--- src/rtl/conveyor_indexer_if.sv ---
// Signal bundle between the filler/line side and the conveyor indexer.
// The master side drives sensors and filler status; the slave side is the indexer.
interface conveyor_indexer_if #(
  parameter int CNT_W = 16
);
  logic             enable;
  logic             valve_close;
  logic [7:0]       current_count;
  logic [7:0]       target_limit;
  logic             bottle_at_station;
  logic             fault_clear;
  logic             conveyor_run;
  logic             capper_on;
  logic             new_bottle_signal;
  logic             reject_flag;
  logic             fault;
  logic [CNT_W-1:0] bottles_done;
  logic [CNT_W-1:0] rejects;

  modport master (
    output enable, valve_close, current_count, target_limit,
           bottle_at_station, fault_clear,
    input  conveyor_run, capper_on, new_bottle_signal, reject_flag,
           fault, bottles_done, rejects
  );

  modport slave (
    input  enable, valve_close, current_count, target_limit,
           bottle_at_station, fault_clear,
    output conveyor_run, capper_on, new_bottle_signal, reject_flag,
           fault, bottles_done, rejects
  );
endinterface

--- src/rtl/conveyor_indexer.sv ---
// Conveyor indexer: settles and caps a full bottle (or skips capping when
// overfilled), indexes the conveyor to the next bottle, pulses the filler
// and keeps good/reject tallies. Jams during the index move latch a fault.
//
// state      | meaning
// -----------+-----------------------------------------------------------
// S_IDLE     | waiting for enable & valve_close & bottle under the chute
// S_SETTLE   | letting the fill settle; overfill verdict taken on last cycle
// S_CAP      | capping head down
// S_MOVE     | conveyor running: bottle leaves (OUT), next one arrives (IN)
// S_RELEASE  | one-cycle pulse to the filler, tally updated
// S_WAIT_CLR | waiting for the filler to drop valve_close
// S_FAULT    | jam latched until operator acknowledge
module conveyor_indexer #(
  parameter int SETTLE_CYCLES = 4,
  parameter int CAP_CYCLES    = 8,
  parameter int MOVE_TIMEOUT  = 64,
  parameter int CNT_W         = 16
) (
  input  logic               clk_i,
  input  logic               reset_i,
  conveyor_indexer_if.slave  bus_io
);

  // One shared down-counter serves all timed states.
  localparam int TMAX_SC = (SETTLE_CYCLES > CAP_CYCLES) ? SETTLE_CYCLES : CAP_CYCLES;
  localparam int TMAX    = (TMAX_SC > MOVE_TIMEOUT) ? TMAX_SC : MOVE_TIMEOUT;
  localparam int TW      = (TMAX < 2) ? 1 : $clog2(TMAX);

  localparam logic [TW-1:0] SETTLE_LD = TW'(SETTLE_CYCLES - 1);
  localparam logic [TW-1:0] CAP_LD    = TW'(CAP_CYCLES - 1);
  localparam logic [TW-1:0] MOVE_LD   = TW'(MOVE_TIMEOUT - 1);

  typedef enum logic [2:0] {
    S_IDLE,
    S_SETTLE,
    S_CAP,
    S_MOVE,
    S_RELEASE,
    S_WAIT_CLR,
    S_FAULT
  } state_t;

  state_t           state_q, state_d;
  logic [TW-1:0]    timer_q, timer_d;
  logic             phase_in_q, phase_in_d;
  logic             ovf_q, ovf_d;
  logic [CNT_W-1:0] done_q, done_d;
  logic [CNT_W-1:0] rej_q, rej_d;
  logic             reject_flag_q, reject_flag_d;
  logic             run_q, cap_q, pulse_q, fault_q;

  // Next-state, timer and tally logic.
  always_comb begin
    state_d       = state_q;
    timer_d       = timer_q;
    phase_in_d    = phase_in_q;
    ovf_d         = ovf_q;
    done_d        = done_q;
    rej_d         = rej_q;
    reject_flag_d = reject_flag_q;

    unique case (state_q)
      S_IDLE: begin
        if (bus_io.enable && bus_io.valve_close && bus_io.bottle_at_station) begin
          state_d = S_SETTLE;
          timer_d = SETTLE_LD;
        end
      end

      S_SETTLE: begin
        if (timer_q == '0) begin
          ovf_d = (bus_io.current_count > bus_io.target_limit);
          if (ovf_d) begin
            state_d    = S_MOVE;
            timer_d    = MOVE_LD;
            phase_in_d = 1'b0;
          end else begin
            state_d = S_CAP;
            timer_d = CAP_LD;
          end
        end else begin
          timer_d = timer_q - 1'b1;
        end
      end

      S_CAP: begin
        if (timer_q == '0) begin
          state_d    = S_MOVE;
          timer_d    = MOVE_LD;
          phase_in_d = 1'b0;
        end else begin
          timer_d = timer_q - 1'b1;
        end
      end

      S_MOVE: begin
        // Arrival only counts once the previous bottle has left the sensor.
        if (phase_in_q && bus_io.bottle_at_station) begin
          state_d       = S_RELEASE;
          reject_flag_d = ovf_q;
          if (ovf_q) begin
            rej_d = (rej_q == '1) ? rej_q : rej_q + 1'b1;
          end else begin
            done_d = (done_q == '1) ? done_q : done_q + 1'b1;
          end
        end else if (timer_q == '0) begin
          state_d = S_FAULT;
        end else begin
          timer_d = timer_q - 1'b1;
          if (!bus_io.bottle_at_station) begin
            phase_in_d = 1'b1;
          end
        end
      end

      S_RELEASE: begin
        state_d = S_WAIT_CLR;
      end

      S_WAIT_CLR: begin
        if (!bus_io.valve_close) begin
          state_d = S_IDLE;
        end
      end

      S_FAULT: begin
        if (bus_io.fault_clear) begin
          state_d = S_IDLE;
        end
      end

      default: begin
        state_d = S_IDLE;
      end
    endcase
  end

  // State, timers, tallies and Moore outputs registered together so outputs
  // always reflect the state being entered.
  always_ff @(posedge clk_i) begin
    if (reset_i) begin
      state_q       <= S_IDLE;
      timer_q       <= '0;
      phase_in_q    <= 1'b0;
      ovf_q         <= 1'b0;
      done_q        <= '0;
      rej_q         <= '0;
      reject_flag_q <= 1'b0;
      run_q         <= 1'b0;
      cap_q         <= 1'b0;
      pulse_q       <= 1'b0;
      fault_q       <= 1'b0;
    end else begin
      state_q       <= state_d;
      timer_q       <= timer_d;
      phase_in_q    <= phase_in_d;
      ovf_q         <= ovf_d;
      done_q        <= done_d;
      rej_q         <= rej_d;
      reject_flag_q <= reject_flag_d;
      run_q         <= (state_d == S_MOVE);
      cap_q         <= (state_d == S_CAP);
      pulse_q       <= (state_d == S_RELEASE);
      fault_q       <= (state_d == S_FAULT);
    end
  end

  assign bus_io.conveyor_run      = run_q;
  assign bus_io.capper_on         = cap_q;
  assign bus_io.new_bottle_signal = pulse_q;
  assign bus_io.reject_flag       = reject_flag_q;
  assign bus_io.fault             = fault_q;
  assign bus_io.bottles_done      = done_q;
  assign bus_io.rejects           = rej_q;

endmodule

--- src/flat_wrapper.sv ---
// flat-port wrapper written by rule: the top's interface ports become plain ports
module conveyor_indexer_flat 
#(
  parameter int SETTLE_CYCLES = 4,
  parameter int CAP_CYCLES    = 8,
  parameter int MOVE_TIMEOUT  = 64,
  parameter int CNT_W         = 16
)
  (clk_i, reset_i, bus_io_enable, bus_io_valve_close, bus_io_current_count, bus_io_target_limit, bus_io_bottle_at_station, bus_io_fault_clear, bus_io_conveyor_run, bus_io_capper_on, bus_io_new_bottle_signal, bus_io_reject_flag, bus_io_fault, bus_io_bottles_done, bus_io_rejects);
  conveyor_indexer_if #(.CNT_W(CNT_W)) bus_io_i ();
  input  logic clk_i;
  input  logic reset_i;
  input wire logic [$bits(bus_io_i.enable)-1:0] bus_io_enable;
  input wire logic [$bits(bus_io_i.valve_close)-1:0] bus_io_valve_close;
  input wire logic [$bits(bus_io_i.current_count)-1:0] bus_io_current_count;
  input wire logic [$bits(bus_io_i.target_limit)-1:0] bus_io_target_limit;
  input wire logic [$bits(bus_io_i.bottle_at_station)-1:0] bus_io_bottle_at_station;
  input wire logic [$bits(bus_io_i.fault_clear)-1:0] bus_io_fault_clear;
  output wire logic [$bits(bus_io_i.conveyor_run)-1:0] bus_io_conveyor_run;
  output wire logic [$bits(bus_io_i.capper_on)-1:0] bus_io_capper_on;
  output wire logic [$bits(bus_io_i.new_bottle_signal)-1:0] bus_io_new_bottle_signal;
  output wire logic [$bits(bus_io_i.reject_flag)-1:0] bus_io_reject_flag;
  output wire logic [$bits(bus_io_i.fault)-1:0] bus_io_fault;
  output wire logic [$bits(bus_io_i.bottles_done)-1:0] bus_io_bottles_done;
  output wire logic [$bits(bus_io_i.rejects)-1:0] bus_io_rejects;
  assign bus_io_i.enable = bus_io_enable;
  assign bus_io_i.valve_close = bus_io_valve_close;
  assign bus_io_i.current_count = bus_io_current_count;
  assign bus_io_i.target_limit = bus_io_target_limit;
  assign bus_io_i.bottle_at_station = bus_io_bottle_at_station;
  assign bus_io_i.fault_clear = bus_io_fault_clear;
  assign bus_io_conveyor_run = bus_io_i.conveyor_run;
  assign bus_io_capper_on = bus_io_i.capper_on;
  assign bus_io_new_bottle_signal = bus_io_i.new_bottle_signal;
  assign bus_io_reject_flag = bus_io_i.reject_flag;
  assign bus_io_fault = bus_io_i.fault;
  assign bus_io_bottles_done = bus_io_i.bottles_done;
  assign bus_io_rejects = bus_io_i.rejects;
  conveyor_indexer #(.SETTLE_CYCLES(SETTLE_CYCLES), .CAP_CYCLES(CAP_CYCLES), .MOVE_TIMEOUT(MOVE_TIMEOUT), .CNT_W(CNT_W)) u_core (.clk_i(clk_i), .reset_i(reset_i), .bus_io(bus_io_i));
endmodule
--- config.mk ---
export PLATFORM = sky130hd
export DESIGN_NAME = conveyor_indexer_flat
export DESIGN_NICKNAME = d
export VERILOG_FILES = /design/src/rtl/conveyor_indexer_if.sv /design/src/rtl/conveyor_indexer.sv /design/src/flat_wrapper.sv
export SDC_FILE = /design/constraint.sdc
export NUM_CORES = 1
export LEC_CHECK = 0
export ABC_AREA = 1
export CORE_ASPECT_RATIO = 1.5
export CORE_MARGIN = 2
export CORE_UTILIZATION = 43
export DETAILED_ROUTE_END_ITERATION = 10
export PLACE_DENSITY_LB_ADDON = 0.1
export SYNTH_ARGS = -nofsm -noshare
export SYNTH_HDL_FRONTEND = slang
export SYNTH_SLANG_ARGS = --single-unit
--- constraint.sdc ---
create_clock -name clk_i -period 2.29 [get_ports clk_i]
set_input_delay 0.3435 -clock clk_i [delete_from_list [all_inputs] [get_ports clk_i]]
set_output_delay 0.3435 -clock clk_i [all_outputs]
set_load 0.02 [all_outputs]
# After elaboration in Yosys (flattened, before gate mapping)
# Cells that the tools add are included.
# word_totals
reg_bits	48
in_bits	22
output_inout_bits	37
word_cells	73
# classes
n_addsub	3
order_cmp	1
eq_ne	19
mux	23
bitwise	3
reduce_logical	13
# ops
cell	n
$mux W6	6
$add A16 B1 Y16 const B	2
$eq A16 B16 Y1 const B	2
$pmux W6 S4	1
$mux W3	7
$pmux W3 S7	1
$eq A3 B3 Y1 const B	5
$eq A3 B2 Y1 const B	4
$reduce_and A4 Y1	3
$gt A8 B8 Y1	1
$ne A2 B1 Y1 const B	4
$mux W1	7
$reduce_and A7 Y1	1
$logic_not A6 Y1	1
$ne A2 B2 Y1 const B	3
$sub A6 B1 Y6 const B	1
$reduce_and A2 Y1	2
$reduce_bool A4 Y1	1
$eq A3 B1 Y1 const B	1
$logic_and A1 B1 Y1	3
$logic_not A3 Y1	1
$not A1 Y1	3
$pmux W1 S3	1
$reduce_bool A3 Y1	1

# Logic depth before layout (Yosys ltp)
# logic_depth
depth_word	5
ltp_mapped	17
depth_no_buf	17

# Worst setup path after synthesis
# OpenSTA, ideal clock, no wires.
# synth_path
path_kind	register to register
start	reg u_core.rej_q[0], in the netlist u_core.bus_io.rejects[0]
end	reg u_core.rej_q[0], in the netlist u_core.bus_io.rejects[0]
setup_time_ps	116
t_arrival_ps	1752
t_required_ps	2174
slack_ps	423
stages_incl_launch_ff	11
n_path_buf	0
synth_period_minus_slack_ps	1867
path_cell_list	dfxtp_1 > ha_1 > inv_1 > nor4_4 > nand2_4 > nor2_4 > nand2_4 > nand2_4 > inv_1 > nor2_1 > nor2_1
# synth_via
elab_chain_cells	3
word_cells_on_any_way	4
cone_classes	1 x add/sub; 1 x eq/ne; 1 x bitwise; 1 x reduce/logical
# synth_lines
element	line	rtl
from (decl)	conveyor_indexer.sv:49	logic [CNT_W-1:0] rej_q, rej_d;
from (signal assigned)	conveyor_indexer.sv:160	rej_q <= rej_d;
branches (longest 3 deep; another with $add A16 B1 Y16)	--	
# Several ways; the timed one is not identified.
# A chain may end at the register's enable or synchronous reset.

# Worst setup path after layout
# layout_path
start	reg u_core.rej_q[1], in the netlist u_core.bus_io.rejects[1]
end	reg u_core.rej_q[14], in the netlist u_core.bus_io.rejects[14]
# Same word-level chain as after synthesis.

==> impl_metrics.env <==
export IMPL_synthFlopType="sky130_fd_sc_hd__dfxtp_1"
export IMPL_clock_skew_final_ns=0.008195
export IMPL_fmax_mhz=501.3
export IMPL_synth_cell_type_count=32
export IMPL_detailedRoute_firstPassIterationCount=4
export IMPL_placed_cells_incl_taps=565
export IMPL_place_port_buffers=58
export IMPL_setup_worst_path_start_class="flip-flop"
export IMPL_pwr_density_cell_mw_per_mm2=537.4
export IMPL_initial_utilization=0.4408
export IMPL_r2r_slack_ns=0.30
export IMPL_floorplan_die_width_um=70.58
export IMPL_clk_transition_reported_paths_ns=0.10
export IMPL_crit_path_end_kind="flip-flop"
export IMPL_power_total_w=0.001978
export IMPL_report_final_setup_viol=0
export IMPL_dpl_cell_area_mm2=0.003560
export IMPL_finish_cell_count_without_fillers=573
export IMPL_grt_util_all_layers=0.1962
export IMPL_synth_async_sr_flop_share=0
export IMPL_cts_buffers=5
export IMPL_setup_tns_ns=0
export IMPL_worstPathRequired_ns=2.47
export IMPL_die_area_mm2=0.007330
export IMPL_ctsHtreeMaxLevel=2
export IMPL_io_pins=59
export IMPL_post_synth_instance_area_mm2=0.002859
export IMPL_place_gp_congestion=0.8636
export IMPL_antenna_violations_before_repair=0
export IMPL_tritoncts="done"
export IMPL_power_report_internal_total_w=0.001388
export IMPL_sw_frac_of_total=0.2984
export IMPL_globalRouteOverflowTotal=0
export IMPL_finalHoldViolations=0
export IMPL_post_synth_cell_area_avg_um2=6.680
export IMPL_wl_per_cell_um=12.55
export IMPL_remaining_drc_errors=0
export IMPL_period_needed_ns=1.995
export IMPL_syn_num_nets=462
export IMPL_cts_sinks=48
export IMPL_synth_yosys_seq_area_share=0.3361
export IMPL_ys_warn_count=0
export IMPL_nNetsFinal=530
export IMPL_final_min_period_over_clock_period=0.8712
export IMPL_sequential_cell_area_um2=960.9
export IMPL_unrepaired_setup_endpoints_after_global_routing="no"
export IMPL_critPathKind="reg2reg"
export IMPL_layout_area_overhead_vs_synth_pct=28.75
export IMPL_postRouteWirelength_um=7193
export IMPL_post_route_cells_drive_above_1_share=0.06036
export IMPL_filler_cell_count=673
export IMPL_n_antenna_cell=0
export IMPL_max_cap_violations=0
export IMPL_seqPwrFrac=0.448
export IMPL_first_global_vias=2775
export IMPL_most_common_layout_cells="sky130_fd_sc_hd__nand2_1, sky130_fd_sc_hd__inv_1, sky130_fd_sc_hd__clkdlybuf4s50_1"
export IMPL_max_transition_viols_final=0
export IMPL_grt_start_max_net_pins=28
export IMPL_synth_edf_count=0
export IMPL_multi_input_area_mm2=0.001619
export IMPL_cts_path_max_buffers=2
export IMPL_viasPerCell=5.120
export IMPL_ant_nets=0
export IMPL_grt_pass1_wl_um=11980
export IMPL_outcome="finished, final reports clean"
export IMPL_drtIter0Drc=188
export IMPL_core_rowCount=36
export IMPL_worst_slew_margin_rel=0.6557
export IMPL_worst_hold_path_type="reg2reg"
export IMPL_cts_hold_fix_buffers=0
export IMPL_net_switching_power_w=0.0005904
export IMPL_final_area_mm2=0.003681
export IMPL_pwr_share_clk=0.330
export IMPL_final_common_cell="sky130_fd_sc_hd__nand2_1"
export IMPL_clock_latency_ns=0.30
export IMPL_clock_root_cell="sky130_fd_sc_hd__clkbuf_8"
export IMPL_ys_seq_elements=48
export IMPL_critical_path_arrival_ns=2.18
export IMPL_dp_hpwl_um=5561
export IMPL_post_synth_inst_count=428
export IMPL_post_cts_resized=0
export IMPL_tightestPinTransition_ns=0.5125
export IMPL_post_cts_buffers=0
export IMPL_die_height_um=103.9
export IMPL_number_of_vias_after_detailed_routing=2934
export IMPL_power_static_leakage_nw=1.502
export IMPL_vdd_drop_max_v=0.0003367
export IMPL_timing_critical_path_fanout_max=9
export IMPL_coreArea_mm2=0.006486
export IMPL_power_frac_comb=0.222
[cell usage after synthesis, types with 4 or more instances]
library cell               number  share of area
sky130_fd_sc_hd__nand2_1      112           0.15
sky130_fd_sc_hd__xnor2_1        7          0.021
sky130_fd_sc_hd__xor2_1        10          0.031
sky130_fd_sc_hd__nor3_1        14          0.025
sky130_fd_sc_hd__nand4_1       11          0.024
sky130_fd_sc_hd__ha_1          12          0.053
sky130_fd_sc_hd__nand3_1       25          0.044
sky130_fd_sc_hd__o21ai_0       17          0.030
sky130_fd_sc_hd__inv_1         59          0.077
sky130_fd_sc_hd__nor2_1        38          0.050
sky130_fd_sc_hd__clkbuf_1       4         0.0053
sky130_fd_sc_hd__a21oi_1       41          0.072
sky130_fd_sc_hd__dfxtp_1       48           0.34
[final timing paths]
path	startpoint	endpoint	cells after the start
max	u_core.bus_io.rejects[1]	u_core.bus_io.rejects[14]	10
min	u_core.bus_io.bottles_done[4]	u_core.bus_io.bottles_done[4]	2
max reg2reg	u_core.bus_io.rejects[1]	u_core.bus_io.rejects[14]	10
min reg2reg	u_core.bus_io.bottles_done[4]	u_core.bus_io.bottles_done[4]	2
[critical path: stages (launching register included)]
cell and delay [ns]:
sky130_fd_sc_hd__dfxtp_1 0.40, sky130_fd_sc_hd__ha_1 0.21, sky130_fd_sc_hd__inv_1 0.10, sky130_fd_sc_hd__nor4_4 0.35, sky130_fd_sc_hd__nand2_4 0.11, sky130_fd_sc_hd__nor2_4 0.14, sky130_fd_sc_hd__nand2_4 0.11, sky130_fd_sc_hd__nand2_4 0.15
sky130_fd_sc_hd__inv_1 0.16, sky130_fd_sc_hd__nand2_1 0.10, sky130_fd_sc_hd__a21oi_1 0.06
[stage by stage]
step           utilization  setup WS (ns)  hold WS, ns
5_1_grt             0.5675         0.1033       0.4937
3_3_place_gp        0.5488         0.1972       0.4532
6_report            0.5675         0.2950       0.4659
3_5_place_dp        0.5488         0.1437       0.4565
4_1_cts             0.5675         0.2635       0.4717
2_1_floorplan            -         0.4227       0.4453
[sequential cells by signal, summed over array words and instances (netlist names)]
register                         cells
u_core.bus_io.bottles_done          16
u_core.bus_io.rejects               16
u_core.timer_q                       6
u_core.state_q                       3
u_core.bus_io.capper_on              1
u_core.bus_io.conveyor_run           1
u_core.bus_io.fault                  1
u_core.bus_io.new_bottle_signal      1
u_core.bus_io.reject_flag            1
u_core.ovf_q                         1
u_core.phase_in_q                    1
[layout make-up]
| class | instances | share of cell area |
|---|---|---|
| well taps | 76 | 0.02583 |
| flip-flops and latches | 48 | 0.2610 |
| multi-input cells | 311 | 0.4398 |
| clock inverters | 2 | 0.01054 |
| clock buffers | 6 | 0.02243 |
| inverters | 63 | 0.06424 |
| repair buffers | 67 | 0.1761 |
[power groups by stage]
stage               clock network, W  logic, W  registers (W)
detailed placement                 0  0.000434       0.000904
finish                      0.000653  0.000439       0.000886
global route                0.000704  0.000497       0.000891
CTS                         0.000676  0.000437       0.000885
global placement                   0  0.000431       0.000904
floorplan                          0  0.000282       0.000902
[cell families (layout without fill, tap and decap cells)]
group | Yosys count | in the layout | synth area share
and+or+nand+nor | 214 | 214 | 0.3348
buffers and inverters | 69 | 138 | 0.09759
AOI/OAI and AO/OA | 68 | 68 | 0.1269
DFF | 48 | 48 | 0.3361
xor gates and xnor gates | 17 | 17 | 0.05208
adders and majority gates | 12 | 12 | 0.05252
[layer usage]
metal	track usage	vias to the layer above	part of all wire	wire length, µm
li1	-	1520	-	-
met1	0.2183	1338	0.42	2987
met2	0.3666	62	0.53	3788
met3	0.02713	14	0.035	254
met4	0.07682	0	0.023	163
met5	0	-	0	0
(Power assumes the default switching activity.)
